**config.mk**
```make
export PLATFORM = sky130hd
export DESIGN_NAME = reg_write_arbiter
export DESIGN_NICKNAME = d
export VERILOG_FILES = /design/src/rtl/reg_arb_pkg.sv /design/src/rtl/rr_picker.sv /design/src/rtl/reg_write_arbiter.sv
export SDC_FILE = /design/constraint.sdc
export NUM_CORES = 1
export LEC_CHECK = 0
export BUFFER_PORTS_ARGS = -buffer_cell sky130_fd_sc_hd__buf_4
export CORE_ASPECT_RATIO = 0.75
export CORE_MARGIN = 1
export CORE_UTILIZATION = 43
export DETAILED_ROUTE_END_ITERATION = 8
export MAX_ROUTING_LAYER = met4
export PLACE_DENSITY = 0.86
export SLEW_MARGIN = 5
export SYNTH_ARGS = -nofsm -noshare
export SYNTH_HDL_FRONTEND = slang
export SYNTH_SLANG_ARGS = --single-unit
```
**constraint.sdc**
```tcl
create_clock -name clk_i -period 3.35 [get_ports clk_i]
set_input_delay 0.67 -clock clk_i [delete_from_list [all_inputs] [get_ports clk_i]]
set_output_delay 0.67 -clock clk_i [all_outputs]
set_load 0.03 [all_outputs]
```
**src/rtl/reg_arb_pkg.sv**
```systemverilog
// ---------------------------------------------------------------------------
// reg_arb_pkg
// Shared definitions for the register write arbiters:
//   - clog2()        : ceiling log2 helper usable in parameter expressions
//   - REG_ARB_ID_W() : width of a requester/register index, never below 1
//   - txn_e          : transaction type encoding (write / clear)
// ---------------------------------------------------------------------------
package reg_arb_pkg;

  // Transaction type carried on req_clr_i
  typedef enum logic {
    TXN_WRITE = 1'b0,
    TXN_CLEAR = 1'b1
  } txn_e;

  // Ceiling log2; clog2(1) = 0
  function automatic int unsigned clog2(input int unsigned n);
    int unsigned r;
    r = 0;
    for (int unsigned i = 0; i < 32; i++) begin
      if ((64'd1 << i) < 64'(n)) r = i + 1;
    end
    return r;
  endfunction

  // Index width for N items, at least one bit
  function automatic int unsigned REG_ARB_ID_W(input int unsigned n);
    return (clog2(n) == 0) ? 1 : clog2(n);
  endfunction

endpackage

```
**src/rtl/rr_picker.sv**
```systemverilog
// ---------------------------------------------------------------------------
// rr_picker
// Combinational round-robin pick: returns the first set bit of valid_i at or
// above ptr_i, wrapping modulo N.
//   valid_i  [N]    : request vector
//   ptr_i    [ID_W] : search start index (must be < N)
//   gnt_o    [N]    : one-hot grant, all 0 when nothing is valid
//   gnt_id_o [ID_W] : index of the granted bit (0 when nothing is valid)
//   any_o           : a grant was issued
// ---------------------------------------------------------------------------
module rr_picker #(
  parameter int unsigned N    = 4,
  parameter int unsigned ID_W = 2
) (
  input  logic [N-1:0]    valid_i,
  input  logic [ID_W-1:0] ptr_i,
  output logic [N-1:0]    gnt_o,
  output logic [ID_W-1:0] gnt_id_o,
  output logic            any_o
);

  int unsigned ptr_u;
  logic        found;

  // Two passes: indices at/above the pointer first, then the wrapped ones
  always_comb begin
    gnt_o    = '0;
    gnt_id_o = '0;
    found    = 1'b0;
    ptr_u    = 32'(ptr_i);
    for (int unsigned i = 0; i < N; i++) begin
      if (!found && (i >= ptr_u) && valid_i[i]) begin
        found    = 1'b1;
        gnt_o[i] = 1'b1;
        gnt_id_o = ID_W'(i);
      end
    end
    for (int unsigned i = 0; i < N; i++) begin
      if (!found && (i < ptr_u) && valid_i[i]) begin
        found    = 1'b1;
        gnt_o[i] = 1'b1;
        gnt_id_o = ID_W'(i);
      end
    end
    any_o = found;
  end

endmodule

```
**src/rtl/reg_write_arbiter.sv**
```systemverilog
// ---------------------------------------------------------------------------
// reg_write_arbiter
// Round-robin write/clear arbiter in front of a bank of MyReg registers.
// One transaction is accepted per cycle; its strobes appear registered on the
// bank outputs the following cycle.
//   clk_i, en_i, rst_i    : clock, clock enable, synchronous active-high reset
//   req_valid_i [N_REQ]   : per-requester valid
//   req_clr_i   [N_REQ]   : 1 = clear, 0 = write
//   req_addr_i  [N_REQ*ADDR_W], req_data_i [N_REQ*DATA_W] : packed per requester
//   req_ready_o [N_REQ]   : combinational one-hot grant
//   reg_e_o / reg_r_o [N_REGS] : one-hot write / clear strobes
//   reg_n_o [DATA_W]      : shared write data (0 for clears)
//   grant_id_o            : requester that owns the current bank outputs
//   err_o                 : one-cycle pulse for an out-of-range address
// Optional macro REG_ARB_LOCK_EN adds req_lock_i [N_REQ]: an accepted
// transaction with lock=1 pins arbitration to that requester until it has a
// transaction accepted with lock=0.
// ---------------------------------------------------------------------------
module reg_write_arbiter
  import reg_arb_pkg::*;
#(
  parameter  int unsigned N_REQ  = 4,
  parameter  int unsigned N_REGS = 8,
  parameter  int unsigned DATA_W = 32,
  parameter  int unsigned ADDR_W = REG_ARB_ID_W(N_REGS),
  localparam int unsigned ID_W   = REG_ARB_ID_W(N_REQ)
) (
  input  logic                     clk_i,
  input  logic                     en_i,
  input  logic                     rst_i,
  input  logic [N_REQ-1:0]         req_valid_i,
  input  logic [N_REQ-1:0]         req_clr_i,
  input  logic [N_REQ*ADDR_W-1:0]  req_addr_i,
  input  logic [N_REQ*DATA_W-1:0]  req_data_i,
  output logic [N_REQ-1:0]         req_ready_o,
  output logic [N_REGS-1:0]        reg_e_o,
  output logic [N_REGS-1:0]        reg_r_o,
  output logic [DATA_W-1:0]        reg_n_o,
  output logic [ID_W-1:0]          grant_id_o,
  output logic                     err_o
`ifdef REG_ARB_LOCK_EN
  ,
  input  logic [N_REQ-1:0]         req_lock_i
`endif
);

  logic [ID_W-1:0]   ptr_q, ptr_d;
  logic [N_REQ-1:0]  pick_valid;
  logic [N_REQ-1:0]  gnt;
  logic [ID_W-1:0]   gnt_id;
  logic              gnt_any;
  logic [ID_W-1:0]   ptr_next;

  logic [ADDR_W-1:0] sel_addr;
  logic [DATA_W-1:0] sel_data;
  logic              sel_clr;
  txn_e              sel_type;
  logic              addr_ok;

  logic [N_REGS-1:0] reg_e_q, reg_e_d;
  logic [N_REGS-1:0] reg_r_q, reg_r_d;
  logic [DATA_W-1:0] reg_n_q, reg_n_d;
  logic [ID_W-1:0]   grant_id_q, grant_id_d;
  logic              err_q, err_d;

`ifdef REG_ARB_LOCK_EN
  logic lock_q, lock_d;
  logic sel_lock;
`endif

  // Requests seen by the picker: none while disabled or in reset; only the
  // owner while a lock is held (ptr_q sits on the owner)
  always_comb begin
    pick_valid = '0;
    if (en_i && !rst_i) begin
`ifdef REG_ARB_LOCK_EN
      if (lock_q) pick_valid = req_valid_i & (N_REQ'(1) << ptr_q);
      else        pick_valid = req_valid_i;
`else
      pick_valid = req_valid_i;
`endif
    end
  end

  rr_picker #(
    .N    (N_REQ),
    .ID_W (ID_W)
  ) u_picker (
    .valid_i  (pick_valid),
    .ptr_i    (ptr_q),
    .gnt_o    (gnt),
    .gnt_id_o (gnt_id),
    .any_o    (gnt_any)
  );

  assign req_ready_o = gnt;

  // Select the granted requester's payload
  always_comb begin
    sel_addr = '0;
    sel_data = '0;
    sel_clr  = 1'b0;
`ifdef REG_ARB_LOCK_EN
    sel_lock = 1'b0;
`endif
    for (int unsigned i = 0; i < N_REQ; i++) begin
      if (gnt[i]) begin
        sel_addr = req_addr_i[i*ADDR_W +: ADDR_W];
        sel_data = req_data_i[i*DATA_W +: DATA_W];
        sel_clr  = req_clr_i[i];
`ifdef REG_ARB_LOCK_EN
        sel_lock = req_lock_i[i];
`endif
      end
    end
    sel_type = sel_clr ? TXN_CLEAR : TXN_WRITE;
    addr_ok  = (32'(sel_addr) < N_REGS);
  end

  // Pointer (and lock) update on acceptance; holds otherwise
  always_comb begin
    ptr_next = (gnt_id == ID_W'(N_REQ - 1)) ? '0 : gnt_id + ID_W'(1);
    ptr_d    = ptr_q;
`ifdef REG_ARB_LOCK_EN
    lock_d   = lock_q;
    if (gnt_any) begin
      if (sel_lock) begin
        ptr_d  = gnt_id;
        lock_d = 1'b1;
      end else begin
        ptr_d  = ptr_next;
        lock_d = 1'b0;
      end
    end
`else
    if (gnt_any) ptr_d = ptr_next;
`endif
  end

  // Execute stage: strobes are single-cycle, everything holds while disabled
  always_comb begin
    reg_e_d    = '0;
    reg_r_d    = '0;
    err_d      = 1'b0;
    reg_n_d    = reg_n_q;
    grant_id_d = grant_id_q;
    if (!en_i) begin
      reg_e_d = reg_e_q;
      reg_r_d = reg_r_q;
      err_d   = err_q;
    end else if (gnt_any) begin
      grant_id_d = gnt_id;
      if (!addr_ok) begin
        err_d   = 1'b1;
        reg_n_d = '0;
      end else if (sel_type == TXN_CLEAR) begin
        reg_n_d = '0;
        for (int unsigned r = 0; r < N_REGS; r++) begin
          if (sel_addr == ADDR_W'(r)) reg_r_d[r] = 1'b1;
        end
      end else begin
        reg_n_d = sel_data;
        for (int unsigned r = 0; r < N_REGS; r++) begin
          if (sel_addr == ADDR_W'(r)) reg_e_d[r] = 1'b1;
        end
      end
    end
  end

  // State registers
  always_ff @(posedge clk_i) begin
    if (rst_i) begin
      ptr_q      <= '0;
      reg_e_q    <= '0;
      reg_r_q    <= '0;
      reg_n_q    <= '0;
      grant_id_q <= '0;
      err_q      <= 1'b0;
`ifdef REG_ARB_LOCK_EN
      lock_q     <= 1'b0;
`endif
    end else begin
      ptr_q      <= ptr_d;
      reg_e_q    <= reg_e_d;
      reg_r_q    <= reg_r_d;
      reg_n_q    <= reg_n_d;
      grant_id_q <= grant_id_d;
      err_q      <= err_d;
`ifdef REG_ARB_LOCK_EN
      lock_q     <= lock_d;
`endif
    end
  end

  assign reg_e_o    = reg_e_q;
  assign reg_r_o    = reg_r_q;
  assign reg_n_o    = reg_n_q;
  assign grant_id_o = grant_id_q;
  assign err_o      = err_q;

endmodule

```
==> summary.txt, run 1 <==
Outcome
  – Outcome: complete, no violations

Hold path
  – Hold path depth: 2
  – Worst hold path type: flip-flop to flip-flop

Timing
  – RSZ-0062 raised after global routing: false
  – # setup viols final: 0
  – Maximum clock rate: 341 MHz
  – Sum of negative setup slack: 0 ps
  – Rel. slew slack: 36.9%
  – WHS: 452 ps
  – Final hold violation count: 0
  – Setup skew after layout: 4.36 ps
  – Tcrit/Tclk final: 87.5%
  – Pins Over Slew Limit: 0
  – Slew @ Worst Pin: 942 ps
  – Min Tclk post-route: 2930 ps

Setup path
  – Crit-path max FO: 21
  – Critical Path RT: 2680 ps
  – Crit path DAT: 2260 ps
  – Crit path kind: primary input to primary output
  – CP Launch Type: primary input
  – Crit. End Element: primary output
  – Reg2Reg Depth: 8

Global route
  – Largest net degree at the start of global routing: 34
  – Initial antenna violation count: 0
  – Number of global-route vias before repair: 3,081
  – Total Routing Usage GR: 30.8%
  – Total grt overflow: 0
  – First-pass GRT wire length: 15.4 mm

CTS
  – Post-cts resize count: 0
  – Clk root buf: clkbuf_8
  – Clk slew on worst S/H paths: 90 ps
  – CTS Hold Bufs: 0
  – TritonCTS clock tree: done
  – CTS buffer count: 5
  – CTS Sinks: 52
  – Htree depth: 2
  – Clk_lat worst skew: 300 ps
  – Setup Buffers After CTS: 0
  – Clock Path Buffers: 2

Floorplanning
  – Chip Height: 69.7 um
  – Die ar.: 6430 um^2
  – Chip width: 92.3 um
  – Starting Density: 44.9%
  – Cell Rows: 24
  – Total core area: 5860 um^2
  – I/O Pins: 206

Placed design
  – PortBufs: 204
  – RD Place Congestion: 0.987
  – HPWL after DPL: 7.36 mm
  – Area after DPL: 4200 um^2

Synthesis
  – Yosys top cell by area: dfxtp_1
  – Mapped Area: 2630 um^2
  – Most frequent cell after synthesis: nand2_1
  – Synthesized Nets: 450
  – Post-Syn Area per Cell: 8.79 um^2
  – Commonest cells in the netlist: 88 x nand2_1, 52 x dfxtp_1, 34 x a22o_1
  – Mapped Cells: 299
  – Synth area leaders: dfxtp_1 40%, nand2_1 13%, a222oi_1 12%
  – Seq/Total Area, Yosys: 39.6%
  – Post-synth EDFFs: 0
  – Ys async rst share: 0%
  – Synth cell types: 42
  – Syn. warnings: 0
  – Synthesized flop and latch total: 52
  – Ys flop type: dfxtp_1
  – Post-synth top area share: 39.6%

Power
  – PD cells: 339 nW/um^2
  – Pleak: 2.11 nW
  – Worst IR Drop VDD: 260 uV

Route
  – Routed vias: 3,242
  – # DRC: 0
  – Detailed Routing Iterations Pass 1: 6
  – Post-Route WL: 9.70 mm
  – WL/cell: 17.0 um
  – Starting DRC count in detailed routing: 263
  – Vias per Instance: 5.69
  – Routed Antenna Nets: 0

Layout
  – Share of cells above drive strength 1: 46.3%
  – Antenna Cells: 0
  – Nets@finish: 642
  – Final Util: 73.5%
  – Cell area after layout: 4300 um^2
  – Fill cell count: 457
  – Area Growth Syn to Fin: 63.7%

Flow run
  – MaxCap Viol Count: 0
-- power by group --
part	internal (W)	total [W]	switching, W
logic	0.000196	0.000377	0.000181
clock network	0.000222	0.000425	0.000203
registers	0.000641	0.000657	0.0000163
total	0.00106	0.00146	0.000400
-- cell families (layout without fill, tap and decap cells) --
logic type             after synthesis  in the layout  share of synthesized area [%]
flip-flops                          52             52                           39.6
AND/OR/NAND/NOR                    111            111                           18.6
AO/OA/AOI/OAI                      107            107                           36.4
other                                1              1                          0.143
buffers and inverters               28            221                           5.24
-- registers in the layout, summed over array words and instances, names as in the netlist --
name and flops:
grant_id_o 2, reg_r_o 8, reg_e_o 8, reg_n_o 32
ptr_q 2
-- critical path: stages --
cell	delay [ps]
buf_4	160
nor2b_1	380
and4_4	350
nand2_1	110
inv_2	340
buf_4	240
-- final cells by class --
cell class | instances | area (um^2) | area share [%]
Timing Repair Buffer | 211 | 1600 | 37.1
Multi-Input combinational cell | 219 | 1450 | 33.8
Sequential cell | 52 | 1040 | 24.2
Tap cell | 78 | 97.6 | 2.27
Clock buffer | 6 | 72.6 | 1.69
Clock inverter | 2 | 35.0 | 0.814
Inverter | 2 | 7.51 | 0.174
-- path summary, 6_finish.rpt --
path	startpoint	end	slack, ps
max	rst_i	req_ready_o[3]	420
min	reg_e_o[2]$_SDFFE_PP0P_	reg_e_o[2]$_SDFFE_PP0P_	450
max reg2reg	ptr_q[0]$_SDFFE_PP0P_	reg_e_o[4]$_SDFFE_PP0P_	980
min reg2reg	reg_e_o[2]$_SDFFE_PP0P_	reg_e_o[2]$_SDFFE_PP0P_	450
-- placed cells by master, fill, tap and decap left out, types with 2 or more instances in the layout --
| master | n |
|---|---|
| nor3_1 | 3 |
| a22o_1 | 34 |
| dfxtp_1 | 52 |
| o2111a_1 | 2 |
| nand2_1 | 88 |
| a221o_1 | 2 |
| o21ai_1 | 5 |
| buf_4 | 210 |
| a221oi_4 | 3 |
| a21oi_1 | 5 |
| o21ai_0 | 11 |
| and2_1 | 2 |
| a32o_1 | 4 |
| nor2b_1 | 2 |
| clkbuf_8 | 5 |
| nor2_1 | 4 |
| nor4bb_1 | 2 |
| a222oi_1 | 32 |
-- per-stage QoR --
stage / instances / total power (W) / setup slack, ps
4_1_cts: 570 / 0.00146 / 463
3_3_place_gp: 562 / 0.00104 / 505
5_1_grt: 570 / 0.00152 / 320
3_5_place_dp: 562 / 0.00105 / 472
6_report: 570 / 0.00146 / 420
2_1_floorplan: 299 / 0.000839 / 626
-- layer usage --
metal	track usage, %	vias to the layer above	wire [um]
li1	-	1546	-
met1	38.3	1505	3960
met2	51.0	176	4790
met3	7.02	15	811
met4	7.12	0	139
met5	-	-	0
No activity file was read; power rests on OpenSTA's default activity.
==> inputs of run 2 (changes only) <==
Settings changed: CORE_ASPECT_RATIO 0.75 to not set.
==> run 2 against run 1 <==
Compared with the run above:
- setup slack better by 13 ps
- total power is 5.0% lower
- critical path depth stayed put
- clock skew is 1.0 ps higher
- clock power is 17% lower
==> summary.txt, run 2 (same netlist as run 1, synthesis figures left out) <==
CTS
  – CTS Sinks: 52
  – Post-cts resize count: 0
  – CTS Hold Bufs: 0
  – Clk slew on worst S/H paths: 80 ps
  – TritonCTS clock tree: done
  – Clk_lat worst skew: 290 ps
  – CTS buffer count: 5
  – Clk root buf: clkbuf_8
  – Setup Buffers After CTS: 0
  – Htree depth: 2
  – Clock Path Buffers: 2

Global route
  – Total grt overflow: 0
  – Largest net degree at the start of global routing: 22
  – Total Routing Usage GR: 27.6%
  – First-pass GRT wire length: 13.6 mm
  – Number of global-route vias before repair: 3,020
  – Initial antenna violation count: 0

Timing
  – Min Tclk post-route: 2920 ps
  – Pins Over Slew Limit: 0
  – Sum of negative setup slack: 0 ps
  – Final hold violation count: 0
  – Rel. slew slack: 38.5%
  – Maximum clock rate: 343 MHz
  – # setup viols final: 0
  – Slew @ Worst Pin: 919 ps
  – Setup skew after layout: 5.37 ps
  – Tcrit/Tclk final: 87.1%
  – RSZ-0062 raised after global routing: false

Setup path
  – Slowest-stage cell, CP: nor2b_1
  – Crit-path max FO: 21
  – Crit. End Element: primary output
  – Crit-path max cell delay: 380 ps
  – WP buf/inv: 3
  – Crit path DAT: 2250 ps
  – Critical Path RT: 2680 ps
  – Crit path kind: primary input to primary output
  – Crit-path most repeated cell: buf_4
  – Largest delay contributor family on the critical path: simple AND/OR/NAND/NOR gates
  – CP Launch Type: primary input
  – CP cell instances: buf_4, nor2b_1, and4_4, nand2_1, inv_2, buf_4

Power
  – PD cells: 323 nW/um^2
  – Worst IR Drop VDD: 183 uV
  – Pleak: 2.11 nW

Floorplanning
  – Chip width: 80.2 um
  – Chip Height: 80.2 um
  – Starting Density: 44.4%
  – Total core area: 5920 um^2
  – Die ar.: 6430 um^2
  – Cell Rows: 28
  – I/O Pins: 206

Route
  – # DRC: 0
  – WL/cell: 16.2 um
  – Starting DRC count in detailed routing: 279
  – Detailed Routing Iterations Pass 1: 6
  – Post-Route WL: 9.22 mm
  – Routed Antenna Nets: 0
  – Routed vias: 3,259
  – Vias per Instance: 5.73

Placed design
  – Placed instance count: 561
  – PortBufs: 204
  – RD Place Congestion: 0.865
  – HPWL after DPL: 7.22 mm
  – Area after DPL: 4210 um^2

Layout
  – Antenna Cells: 0
  – Area Growth Syn to Fin: 63.4%
  – Max FFs per register: 32
  – Cell area after layout: 4300 um^2
  – Post-Layout Cell Count: 569
  – Most frequent cells in the layout: 212 x buf_4, 88 x nand2_1, 52 x dfxtp_1, 34 x a22o_1, 32 x a222oi_1
  – Share of cells above drive strength 1: 46.4%
  – Commonest non-fill, non-tap cell in the layout: buf_4
  – Nets@finish: 644

Hold path
  – Worst hold path type: flip-flop to flip-flop

Flow run
  – MaxCap Viol Count: 0

Outcome
  – Outcome: complete, no violations
## run 2: metal layers
layer | up-vias | part of all wire, % | GRT usage [%]
met5 | - | 0 | -
met4 | 0 | 1.9 | 9.82
met3 | 14 | 6.4 | 4.32
met2 | 161 | 52 | 50.8
met1 | 1538 | 39 | 30.0
li1 | 1546 | - | -
## run 2: report_power, final
part	leakage (nW)	total [W]	switching (W)	internal, W
combinational	1.64	0.000376	0.000179	0.000198
clock	0.0455	0.000353	0.000184	0.000169
sequential	0.421	0.000658	0.0000169	0.000641
total	2.11	0.00139	0.000380	0.00101
## run 2: final timing paths
kind | start | to | slack (ps) | depth (start not counted)
worst max-delay path | rst_i | req_ready_o[3] | 430 | 6
worst min-delay path | reg_e_o[3]$_SDFFE_PP0P_ | reg_e_o[3]$_SDFFE_PP0P_ | 450 | 2
worst max register to register | ptr_q[0]$_SDFFE_PP0P_ | reg_n_o[17]$_SDFFE_PP0P_ | 970 | 6
worst min register to register | reg_e_o[3]$_SDFFE_PP0P_ | reg_e_o[3]$_SDFFE_PP0P_ | 450 | 2
## run 2: worst min-delay path, stage by stage, from the launching register on
cell and delay, ps:
dfxtp_1 320, nand2_1 50, o21ai_1 50
## run 2: final cells by class
| cell class | count | area (um^2) |
|---|---|---|
| Clock buffer | 8 | 90.1 |
| Fill cell | 475 | 1620 |
| Inverter | 2 | 7.51 |
| Multi-Input combinational cell | 219 | 1450 |
| Sequential cell | 52 | 1040 |
| Tap cell | 75 | 93.8 |
| Timing Repair Buffer | 213 | 1610 |
## run 2: per-stage QoR
step	hold slack (ps)	total power, W	setup WS, ps	utilization, %
after floorplan	554	0.000839	626	-
after global placement	439	0.00104	572	71.0
after detailed placement	443	0.00105	460	71.0
after CTS	454	0.00139	470	72.6
after global routing	481	0.00145	295	72.6
final	451	0.00139	434	72.6
==> inputs of run 3 (changes only) <==
Clock period 3.35 ns to 3.5 ns, I/O delays scaled along.
==> run 3 against run 2 <==
Compared with the run above:
- routed wire length decreased by 0.67%
- global-route usage increased by 0.55 points
- critical path depth unchanged
- die area unchanged
- hold slack got worse by 0.50 ps
- sequential power decreased by 4.3%
- non-clock buffer count decreased by 1
- setup slack improved by 44 ps
- sequential share of layout area unchanged
- critical endpoint unchanged
- largest power group unchanged
==> summary.txt, run 3 (same netlist as run 1, synthesis figures left out) <==
Outcome
  – Outcome: complete, no violations

Timing
  – Min Tclk post-route: 3020 ps
  – Final WS setup: 478 ps
  – Rel. slew slack: 38.6%
  – Pins Over Slew Limit: 0
  – Final hold violation count: 0
  – Tcrit/Tclk final: 86.3%
  – Slew @ Worst Pin: 918 ps
  – # setup viols final: 0
  – Sum of negative setup slack: 0 ps
  – Setup skew after layout: 6.04 ps
  – Maximum clock rate: 331 MHz
  – RSZ-0062 raised after global routing: false

Global route
  – Largest net degree at the start of global routing: 37
  – Initial antenna violation count: 0
  – Number of global-route vias before repair: 2,968
  – First-pass GRT wire length: 13.6 mm
  – Top Usage Layer GRT: met2
  – M2 GR Usage: 49.8%
  – GR Layer Usage met1: 32.1%
  – M3 GR Usage: 3.98%
  – Total grt overflow: 0
  – Total Routing Usage GR: 28.2%

Placed design
  – Place WS: 523 ps
  – PortBufs: 204
  – Area after DPL: 4200 um^2
  – RD Place Congestion: 0.909
  – HPWL after DPL: 7.22 mm

Layout
  – Final Util: 72.6%
  – Share of cells above drive strength 1: 46.7%
  – Max FFs per register: 32
  – Cell area after layout: 4300 um^2
  – Commonest non-fill, non-tap cell in the layout: buf_4
  – Antenna Cells: 0
  – Area Growth Syn to Fin: 63.4%
  – Most frequent cells in the layout: 211 x buf_4, 88 x nand2_1, 52 x dfxtp_1, 34 x a22o_1, 32 x a222oi_1
  – Nets@finish: 643

Setup path
  – Reg2Reg Depth: 8
  – CP Depth: 6
  – WP buf/inv: 3
  – CP cell instances: buf_4, nor2b_1, and4_4, nand2_1, inv_2, buf_4
  – Crit path DAT: 2320 ps
  – Crit. End Element: primary output
  – Crit path kind: primary input to primary output
  – Crit-path max cell delay: 420 ps
  – Largest delay contributor family on the critical path: simple AND/OR/NAND/NOR gates
  – Slowest-stage cell, CP: nor2b_1
  – Critical Path RT: 2800 ps
  – Crit-path most repeated cell: buf_4
  – Crit-path max FO: 21
  – CP Launch Type: primary input

Route
  – Routed vias: 3,239
  – Detailed Routing Iterations Pass 1: 7
  – Starting DRC count in detailed routing: 348
  – Post-Route WL: 9.16 mm
  – # DRC: 0
  – WL/cell: 16.1 um
  – Vias per Instance: 5.70
  – Routed Antenna Nets: 0

Floorplanning
  – Chip Height: 80.2 um
  – Total core area: 5920 um^2
  – Chip width: 80.2 um
  – Die ar.: 6430 um^2
  – Starting Density: 44.4%
  – Cell Rows: 28
  – I/O Pins: 206

Power
  – Worst IR Drop VDD: 199 uV
  – PD cells: 312 nW/um^2
  – Pleak: 2.10 nW

CTS
  – Htree depth: 2
  – TritonCTS clock tree: done
  – CTS buffer count: 5
  – Clk slew on worst S/H paths: 80 ps
  – Post-cts resize count: 0
  – Setup Buffers After CTS: 0
  – CTS Hold Bufs: 0
  – CTS Sinks: 52
  – Clock Path Buffers: 2
  – Clk_lat worst skew: 300 ps
  – Clk root buf: clkbuf_8

Hold path
  – Worst hold path type: flip-flop to flip-flop
  – Hold path depth: 2

Flow run
  – MaxCap Viol Count: 0
==> run 3: cell count changes in the layout (fill, tap and decap cells not counted) <==
cell        before  now
clkbuf_1         2    0
clkinvlp_4       0    2
buf_4          212  211
==> run 3: layer usage <==
| metal | wire length (um) | part of all wire [%] |
|---|---|---|
| met1 | 3560 | 39 |
| met2 | 4750 | 52 |
| met3 | 596 | 6.5 |
| met4 | 252 | 2.8 |
| met5 | 0 | 0 |
==> run 3: tightest hold or removal path: cells and delay by family (launching register included) <==
kind,cells,cell delay (ps)
AOI/OAI and AO/OA,1,50
DFF,1,320
and+or+nand+nor,1,50
==> run 3: cell type report <==
| cell class | instances | area, um^2 |
|---|---|---|
| clock inverter | 2 | 15.0 |
| clock buffer | 6 | 82.6 |
| timing repair buffer | 212 | 1600 |
| multi-input combinational | 219 | 1450 |
| sequential | 52 | 1040 |
| tap | 75 | 93.8 |
| fill | 490 | 1620 |
| inverter | 2 | 7.51 |
==> run 3: path summary, 6_finish.rpt <==
path | from | to | slack [ps]
min reg2reg | reg_e_o[0]$_SDFFE_PP0P_ | reg_e_o[0]$_SDFFE_PP0P_ | 450
max reg2reg | ptr_q[0]$_SDFFE_PP0P_ | reg_e_o[5]$_SDFFE_PP0P_ | 1070
min | reg_e_o[0]$_SDFFE_PP0P_ | reg_e_o[0]$_SDFFE_PP0P_ | 450
max | rst_i | req_ready_o[3] | 480
==> run 3: per-stage QoR <==
stage / hold slack, ps / cells / power, W
floorplan: 554 / 299 / 0.000803
global placement: 437 / 560 / 0.000995
detailed placement: 441 / 560 / 0.00100
CTS: 453 / 568 / 0.00135
global route: 477 / 568 / 0.00140
finish: 451 / 568 / 0.00134
==> run 3: power by group <==
group          leakage (nW)  switching, W  internal [W]  total (W)
Sequential            0.421     0.0000164      0.000614   0.000630
Clock                0.0434      0.000191      0.000160   0.000351
Combinational          1.63      0.000170      0.000188   0.000359
Total                  2.10      0.000378      0.000962    0.00134
